==> src/rtl/fetch_unit_if.sv <==
// fetch_unit_if: instruction-memory request/response, redirect and decode handshake bundle.
// The master modport is the fetch unit side; slave is the memory/branch/decode environment.
interface fetch_unit_if #(
    parameter int INST_WIDTH      = 32,
    parameter int INST_ADDR_WIDTH = 7,
    parameter int PC_WIDTH        = 32
);
    logic                       imem_request;
    logic [INST_ADDR_WIDTH-1:0] imem_addr;
    logic                       imem_valid;
    logic [INST_WIDTH-1:0]      imem_inst;
    logic                       redirect_valid;
    logic [PC_WIDTH-1:0]        redirect_pc;
    logic                       dec_valid;
    logic                       dec_ready;
    logic [INST_WIDTH-1:0]      dec_inst;
    logic [PC_WIDTH-1:0]        dec_pc;

    modport master (
        output imem_request, imem_addr, dec_valid, dec_inst, dec_pc,
        input  imem_valid, imem_inst, redirect_valid, redirect_pc, dec_ready
    );

    modport slave (
        input  imem_request, imem_addr, dec_valid, dec_inst, dec_pc,
        output imem_valid, imem_inst, redirect_valid, redirect_pc, dec_ready
    );
endinterface

==> src/rtl/fetch_unit.sv <==
// fetch_unit: owns the PC, issues imem reads and queues returned instructions for decode.
// Defining FETCH_STALL_CNT_EN adds a saturating decode-starvation counter on stall_cycles.
module fetch_unit #(
    parameter int          INST_WIDTH      = 32,
    parameter int          INST_ADDR_WIDTH = 7,
    parameter int          PC_WIDTH        = 32,
    parameter logic [31:0] RESET_PC        = 32'h0,
    parameter int          QUEUE_DEPTH     = 4
) (
    input  logic         clk,
    input  logic         rst,
    fetch_unit_if.master bus
`ifdef FETCH_STALL_CNT_EN
    ,
    output logic [31:0]  stall_cycles
`endif
);
    localparam int PTR_W = $clog2(QUEUE_DEPTH);
    localparam int CNT_W = PTR_W + 1;
    localparam logic [CNT_W:0] DEPTH_LIMIT = (CNT_W + 1)'(QUEUE_DEPTH);

    logic [PC_WIDTH-1:0]   r_pc;
    logic [PC_WIDTH-1:0]   r_reqPc;
    logic                  r_inflight;
    logic [CNT_W-1:0]      r_count;
    logic [PTR_W-1:0]      r_wrPtr;
    logic [PTR_W-1:0]      r_rdPtr;
    logic [INST_WIDTH-1:0] r_instMem [QUEUE_DEPTH];
    logic [PC_WIDTH-1:0]   r_pcMem   [QUEUE_DEPTH];

    logic [CNT_W:0]        w_occupancy;
    logic                  w_request;
    logic                  w_push;
    logic                  w_pop;
    logic [PC_WIDTH-1:0]   w_redirectPc;

    // A request is a reserved FIFO slot, so queued entries plus the one in the memory pipe must fit.
    assign w_occupancy  = {1'b0, r_count} + {{CNT_W{1'b0}}, r_inflight};
    assign w_request    = !rst && !bus.redirect_valid && (w_occupancy < DEPTH_LIMIT);
    assign w_push       = !rst && !bus.redirect_valid && bus.imem_valid && r_inflight;
    assign w_pop        = !rst && !bus.redirect_valid && bus.dec_ready && (r_count != '0);
    assign w_redirectPc = bus.redirect_pc & ~PC_WIDTH'(3);

    assign bus.imem_request = w_request;
    assign bus.imem_addr    = r_pc[INST_ADDR_WIDTH+1:2];
    assign bus.dec_valid    = (r_count != '0);
    assign bus.dec_inst     = r_instMem[r_rdPtr];
    assign bus.dec_pc       = r_pcMem[r_rdPtr];

    always_ff @(posedge clk) begin
        if (rst) begin
            r_pc       <= PC_WIDTH'(RESET_PC);
            r_reqPc    <= '0;
            r_inflight <= 1'b0;
        end else if (bus.redirect_valid) begin
            r_pc       <= w_redirectPc;
            r_inflight <= 1'b0;
        end else begin
            r_inflight <= w_request;
            if (w_request) begin
                r_pc    <= r_pc + PC_WIDTH'(4);
                r_reqPc <= r_pc;
            end
        end
    end

    always_ff @(posedge clk) begin
        if (rst || bus.redirect_valid) begin
            r_count <= '0;
            r_wrPtr <= '0;
            r_rdPtr <= '0;
        end else begin
            if (w_push) begin
                r_wrPtr <= r_wrPtr + PTR_W'(1);
            end
            if (w_pop) begin
                r_rdPtr <= r_rdPtr + PTR_W'(1);
            end
            if (w_push && !w_pop) begin
                r_count <= r_count + CNT_W'(1);
            end else if (!w_push && w_pop) begin
                r_count <= r_count - CNT_W'(1);
            end
        end
    end

    always_ff @(posedge clk) begin
        if (w_push) begin
            r_instMem[r_wrPtr] <= bus.imem_inst;
            r_pcMem[r_wrPtr]   <= r_reqPc;
        end
    end

`ifdef FETCH_STALL_CNT_EN
    logic [31:0] r_stallCycles;

    // Counts cycles where decode was ready but had nothing to take; sticks at all-ones.
    always_ff @(posedge clk) begin
        if (rst) begin
            r_stallCycles <= '0;
        end else if (bus.dec_ready && (r_count == '0) && !bus.redirect_valid
                     && (r_stallCycles != 32'hFFFF_FFFF)) begin
            r_stallCycles <= r_stallCycles + 32'd1;
        end
    end

    assign stall_cycles = r_stallCycles;
`endif
endmodule

==> src/flat_wrapper.sv <==
// flat-port wrapper written by rule: the top's interface ports become plain ports
module fetch_unit_flat 
#(
    parameter int          INST_WIDTH      = 32,
    parameter int          INST_ADDR_WIDTH = 7,
    parameter int          PC_WIDTH        = 32,
    parameter logic [31:0] RESET_PC        = 32'h0,
    parameter int          QUEUE_DEPTH     = 4
)
  (clk, rst, bus_imem_request, bus_imem_addr, bus_dec_valid, bus_dec_inst, bus_dec_pc, bus_imem_valid, bus_imem_inst, bus_redirect_valid, bus_redirect_pc, bus_dec_ready);
  fetch_unit_if #(.INST_WIDTH(INST_WIDTH), .INST_ADDR_WIDTH(INST_ADDR_WIDTH), .PC_WIDTH(PC_WIDTH)) bus_i ();
  input  logic clk;
  input  logic rst;
  output wire logic [$bits(bus_i.imem_request)-1:0] bus_imem_request;
  output wire logic [$bits(bus_i.imem_addr)-1:0] bus_imem_addr;
  output wire logic [$bits(bus_i.dec_valid)-1:0] bus_dec_valid;
  output wire logic [$bits(bus_i.dec_inst)-1:0] bus_dec_inst;
  output wire logic [$bits(bus_i.dec_pc)-1:0] bus_dec_pc;
  input wire logic [$bits(bus_i.imem_valid)-1:0] bus_imem_valid;
  input wire logic [$bits(bus_i.imem_inst)-1:0] bus_imem_inst;
  input wire logic [$bits(bus_i.redirect_valid)-1:0] bus_redirect_valid;
  input wire logic [$bits(bus_i.redirect_pc)-1:0] bus_redirect_pc;
  input wire logic [$bits(bus_i.dec_ready)-1:0] bus_dec_ready;
  assign bus_imem_request = bus_i.imem_request;
  assign bus_imem_addr = bus_i.imem_addr;
  assign bus_dec_valid = bus_i.dec_valid;
  assign bus_dec_inst = bus_i.dec_inst;
  assign bus_dec_pc = bus_i.dec_pc;
  assign bus_i.imem_valid = bus_imem_valid;
  assign bus_i.imem_inst = bus_imem_inst;
  assign bus_i.redirect_valid = bus_redirect_valid;
  assign bus_i.redirect_pc = bus_redirect_pc;
  assign bus_i.dec_ready = bus_dec_ready;
  fetch_unit #(.INST_WIDTH(INST_WIDTH), .INST_ADDR_WIDTH(INST_ADDR_WIDTH), .PC_WIDTH(PC_WIDTH), .RESET_PC(RESET_PC), .QUEUE_DEPTH(QUEUE_DEPTH)) u_core (.clk(clk), .rst(rst), .bus(bus_i));
endmodule
==> config.mk <==
export PLATFORM = sky130hd
export DESIGN_NAME = fetch_unit_flat
export DESIGN_NICKNAME = d
export VERILOG_FILES = /design/src/rtl/fetch_unit_if.sv /design/src/rtl/fetch_unit.sv /design/src/flat_wrapper.sv
export SDC_FILE = /design/constraint.sdc
export NUM_CORES = 1
export LEC_CHECK = 0
export CAP_MARGIN = 20
export CELL_PAD_IN_SITES_DETAIL_PLACEMENT = 0
export CELL_PAD_IN_SITES_GLOBAL_PLACEMENT = 1
export CORE_ASPECT_RATIO = 1.25
export CORE_MARGIN = 3
export CORE_UTILIZATION = 38
export CTS_BUF_LIST = sky130_fd_sc_hd__clkbuf_8
export CTS_CLUSTER_SIZE = 16
export DETAILED_ROUTE_END_ITERATION = 8
export PLACE_DENSITY_LB_ADDON = 0.1
export SLEW_MARGIN = 20
export SYNTH_ARGS = -nofsm -noshare
export SYNTH_HDL_FRONTEND = slang
export SYNTH_SLANG_ARGS = --single-unit
==> constraint.sdc <==
create_clock -name clk -period 2.85 [get_ports clk]
set_input_delay 0.4275 -clock clk [delete_from_list [all_inputs] [get_ports clk]]
set_output_delay 0.4275 -clock clk [all_outputs]
set_load 0.02 [all_outputs]
Word-level counts from Yosys, hierarchy flattened
Memories as Yosys holds them, arrays and structs flattened. A register that Yosys moved wholly into a read port is not among the register bits. Cells that the tools add are included.

Register bits after elaboration: 72. Bits in latches: 0. Memory bits (writable): 256. Bits in read-only memories: 0. Input port bits: 69. Output and inout bits: 73. Logic and storage cells: 45. Memories: 2.

Memory list: u_core.r_instMem (words 4, bits a word 32, rd ports 1, clocked after memory_dff 1, wr ports 1, line fetch_unit.sv:28) `logic [INST_WIDTH-1:0] r_instMem [QUEUE_DEPTH];`; u_core.r_pcMem (words 4, bits a word 32, rd ports 1, clocked after memory_dff 1, wr ports 1, line fetch_unit.sv:29) `logic [PC_WIDTH-1:0] r_pcMem [QUEUE_DEPTH];`.

Add/sub/neg operators: 6. Multipliers: 0. Divide/modulo/power cells: 0. $lt $le $gt $ge: 1. Eq/ne operators: 0. Shifts and indexed selects: 0. Multiplexer cells: 10. Bitwise gates (word level): 1. Reductions and logical operators: 18.

Operator list (number): 32-bit two-way mux (2); 32-bit by 3-bit adder with 32-bit output, second input constant (1); 1-bit logical AND (8); 2-bit two-way mux (4); 3-bit two-way mux (2); 2-bit by 1-bit adder with 2-bit output, second input constant (2); 3-bit by 1-bit adder with 4-bit output (1); 1-bit logical NOT (4); 4-bit by 3-bit < comparator with 1-bit output, second input constant (1); 2-bit nonzero test (2); 3-bit by 1-bit adder with 3-bit output, second input constant (1); 3-bit nonzero test (1); 3-bit by 1-bit subtractor with 3-bit output, second input constant (1); 1-bit two-way mux (2); 2-bit AND reduction (1); 2-bit OR reduction (1); 1-bit logical OR (1); 1-bit NOT (1).

Longest topological paths before layout
Depth after elaboration: 8. Gate-level depth with buffers: 10. Gate-level depth less buffers: 8.

Least setup slack after synthesis
OpenSTA, ideal clock, no wires.

Path kind: input -> register. Start point: in rst. End point: mem u_core.r_instMem[0][0], enable pin. Library setup time: 0.427 ns. Arrival: 2.669 ns. Required time: 2.423 ns. Setup slack: -0.245 ns. Cell stages on the path: 5. Path buffers: 2. Path through: buf_2 -> or2_1 -> clkbuf_1 -> nor2_1 -> and2_1.

Cells in the longest elaborated chain, start to end: 6.

Ends and longest elaborated chain: start: declaration (line flat_wrapper.sv:13) `input logic rst;`; 1-bit logical NOT (line fetch_unit.sv:40) `assign w_push = !rst && !bus.redirect_valid && bus.imem_valid && r_inflight;`; 1-bit logical AND (3 in series) (line fetch_unit.sv:40); via u_core.w_push (line fetch_unit.sv:33) `logic w_push;`; 1-bit two-way mux (line fetch_unit.sv:88) `if (w_push) begin`; 1-bit two-way mux (not written as such) (line fetch_unit.sv:89) `r_instMem[r_wrPtr] <= bus.imem_inst;`; end: declaration (line fetch_unit.sv:28).

The timed path passes the listed nets, and every way through them passes these cells.

==> qor.txt <==
worst-margin pin slew: 0.545 ns
CP max FO: 11
status: complete, no violations
fin area: 15200 sq um
master cell of the clock root buffer: clkbuf_8
critical path arrival: 2.29 ns
share of cells above drive strength 1: 0.189
fin. max-slew vios: 0
vias in the first global route: 7435
clk buf depth: 3
post-DP HPWL: 17.1 mm
Detail Route Antenna Nets: 0
Seq cells post-synth: 318
grt ovf: 0
Reg area: 8860 sq um
DR vias/cell: 5.09
syn_area_per_cell: 16.8 sq um
Detailed Route WL: 27.1 mm
Post-route DRC: 0
GRT met1 Usage: 0.202
Ports: 142
mapped cell area: 12200 sq um
P&R area growth vs syn: 25.0%
Lkg Pwr: 5.35 nW
Multi-input gate area: 3070 sq um
count of final hold-check violations: 0
WL/cell: 20.1 microns
Seq/Total Area, Yosys: 0.728
DR vias: 6860
Tmin final: 2.72 ns
post-synthesis adder-cell area fraction: 0.00782
core area: 31300 sq um
Post-Synth XOR/XNOR Area: 0.0166
Worst-Skew Late Latency: 0.57 ns
skew final: 0.0119 ns
global-route wire length before repair: 43.1 mm
simple-gate share of the synthesized area: 0.0659
Syn. warnings: 0
PortBufs: 137
Sink Count: 318
post-synthesis cell type count: 43
FILL cells: 2680
FP Rows: 72
met2 Resource Use GR: 0.278
# hold bufs at CTS: 0
Die Ht: 206 microns
gr usage total: 0.161
initial core utilization: 0.389
first-pass detailed-route iteration total: 4
maximum vdd drop: 0.304 mV
total CTS buffers: 50
largest family of logic cells by synthesized area: multiplexers
gr busiest metal: met2
required time worst endpoint: 2.42 ns
Syn Inst Count: 723
Die Wd: 166 microns
critical path launch point type: register
Crit Path Class: reg2out
complex-gate fraction of the synthesized area: 0.0419
DP Area: 14200 sq um
Fmax achieved: 0.368 GHz
Max Cap Viol: 0
Post-Layout Cell Count: 1348
fin nets: 979
DRT iter0 DRCs: 457
Placer Congestion: 0.793
pin count of the biggest net entering global routing: 46
Power Total: 9.12 mW
cell total after placement: 1254
power density over the cells: 600 nW/um^2
GR Layer Usage met3: 0.0354
CTS tree: done
post-synthesis mux area share: 0.119
crit share post-route: 0.954
slew margin rel.: 0.634
RSZ-0062 raised after global routing: false
initial antenna violation count: 0
clk slew on worst S/H paths: 0.06 ns
Worst Setup End Kind: output pin
die area: 34200 sq um
H-tree depth: 2
Final setup viols: 0
ANT cells: 0
type of the worst min-delay path: in2reg
## final cells by class
class | instances | share of cell area
Sequential cell | 318 | 0.583
Multi-Input combinational cell | 353 | 0.202
Timing Repair Buffer | 173 | 0.116
Clock buffer | 56 | 0.0507
Tap cell | 407 | 0.0335
Clock inverter | 34 | 0.0131
Inverter | 7 | 0.00173
## metal layers
metal / part of all wire / vias to the layer above
met5: 0 / -
met4: 0.026 / 0
met3: 0.048 / 51
met2: 0.51 / 180
met1: 0.42 / 3443
li1: - / 3186
## stage by stage
stage	setup WS [ns]	hold slack (ns)	utilization	setup TNS, ns
after detailed placement	0.165	0.489	0.453	0
after global routing	0.0152	0.300	0.486	0
after floorplan	0.428	0.452	-	0
after CTS	-0.0118	0.233	0.484	-0.0411
after global placement	0.169	0.472	0.453	0
final	0.130	0.286	0.486	0
## logic make-up after synthesis
family	count (synthesis)
simple gates	168
other cells	1
buf+inv	53
mux	67
fa+ha+maj	7
xor+xnor	23
compound gates	86
flops	318
## path summary, 6_finish.rpt
kind,startpoint,end,slack (ns),cells after the start
max reg2reg,u_core.r_count[0],u_core.r_count[2],0.56,8
max,register,bus_dec_inst[15],0.13,3
min reg2reg,u_core.r_pc[30],u_core.r_reqPc[30],0.50,2
min,rst,register,0.29,3
## where the power goes
group | switching [mW] | internal [mW]
Clock | 1.71 | 1.98
Sequential | 0.0646 | 5.03
Combinational | 0.165 | 0.166
## cell usage in the layout, fill, tap and decap left out, types with 3 or more instances in the layout
cell and instances:
and3_1 4, and2_4 4, and2_1 10, and4_1 3, inv_1 22, mux2i_1 5
dlygate4sd2_1 34, a21oi_1 46, dfxtp_1 68, nor3_1 4, clkdlybuf4s50_1 85, mux4_2 62
ha_1 6, dlymetal6s2s_1 17, nand3_1 14, o22ai_1 7, o211ai_1 4, clkinv_2 11
nand4_1 17, xor2_1 19, nor2_1 24, or3_1 5, nand2_1 74, clkbuf_8 56
buf_4 25, edfxtp_1 248, or4_1 3, a31oi_1 10, xnor2_1 4, a211oi_1 5
buf_12 9, o21ai_0 5, clkinv_1 4
## synthesized netlist by cell type
cell / instances / share of area
dfxtp_1: 70 / 0.12
nand4_1: 17 / 0.0087
a211oi_1: 5 / 0.0031
fa_1: 1 / 0.0016
clkbuf_1: 27 / 0.0083
or4_1: 3 / 0.0019
or2_1: 1 / 0.00051
mux2i_1: 5 / 0.0041
nor2_1: 24 / 0.0074
conb_1: 1 / 0.00031
buf_6: 1 / 0.00093
and4b_1: 1 / 0.00082
nor3_1: 4 / 0.0016
mux4_2: 62 / 0.11
a31o_2: 1 / 0.00072
o31ai_1: 1 / 0.00062
o211ai_1: 4 / 0.0025
a2bb2oi_1: 2 / 0.0014
a21oi_1: 46 / 0.019
or3_1: 5 / 0.0026
nand3b_1: 2 / 0.0012
and2_1: 14 / 0.0072
ha_1: 6 / 0.0062
and4_1: 3 / 0.0022
o311ai_0: 2 / 0.0014
nand2_1: 74 / 0.023
buf_2: 8 / 0.0033
inv_2: 1 / 0.00031
buf_4: 9 / 0.0056
xnor2_1: 4 / 0.0029
and3_1: 4 / 0.0021
a311oi_1: 1 / 0.00072
edfxtp_1: 248 / 0.61
xor2_1: 19 / 0.014
buf_1: 1 / 0.00031
a31oi_2: 1 / 0.0010
o22ai_1: 7 / 0.0036
inv_1: 6 / 0.0019
o21ai_0: 5 / 0.0021
a31oi_1: 10 / 0.0051
nand3_1: 14 / 0.0058
nor4_1: 2 / 0.0010
a21boi_0: 1 / 0.00062
## critical path: stages, from the launching register on
cell             delay, ns
dfxtp_4               0.46
buf_8                 0.21
mux4_2                0.50
clkdlybuf4s50_1       0.55
## state kept, by name (all words and copies together), names as in the netlist, named ones only
| register | flops |
|---|---|
| u_core.r_count | 3 |
| u_core.r_inflight | 1 |
| u_core.r_instMem | 128 |
| u_core.r_pc | 30 |
| u_core.r_pcMem | 120 |
| u_core.r_rdPtr | 2 |
| u_core.r_reqPc | 30 |
| u_core.r_wrPtr | 2 |
## repair_timing
item	CTS	global route
resized for setup	39	18
buffers inserted	3	1
endpoints found under the setup margin	57	23
No activity file was read; power rests on OpenSTA's default activity.
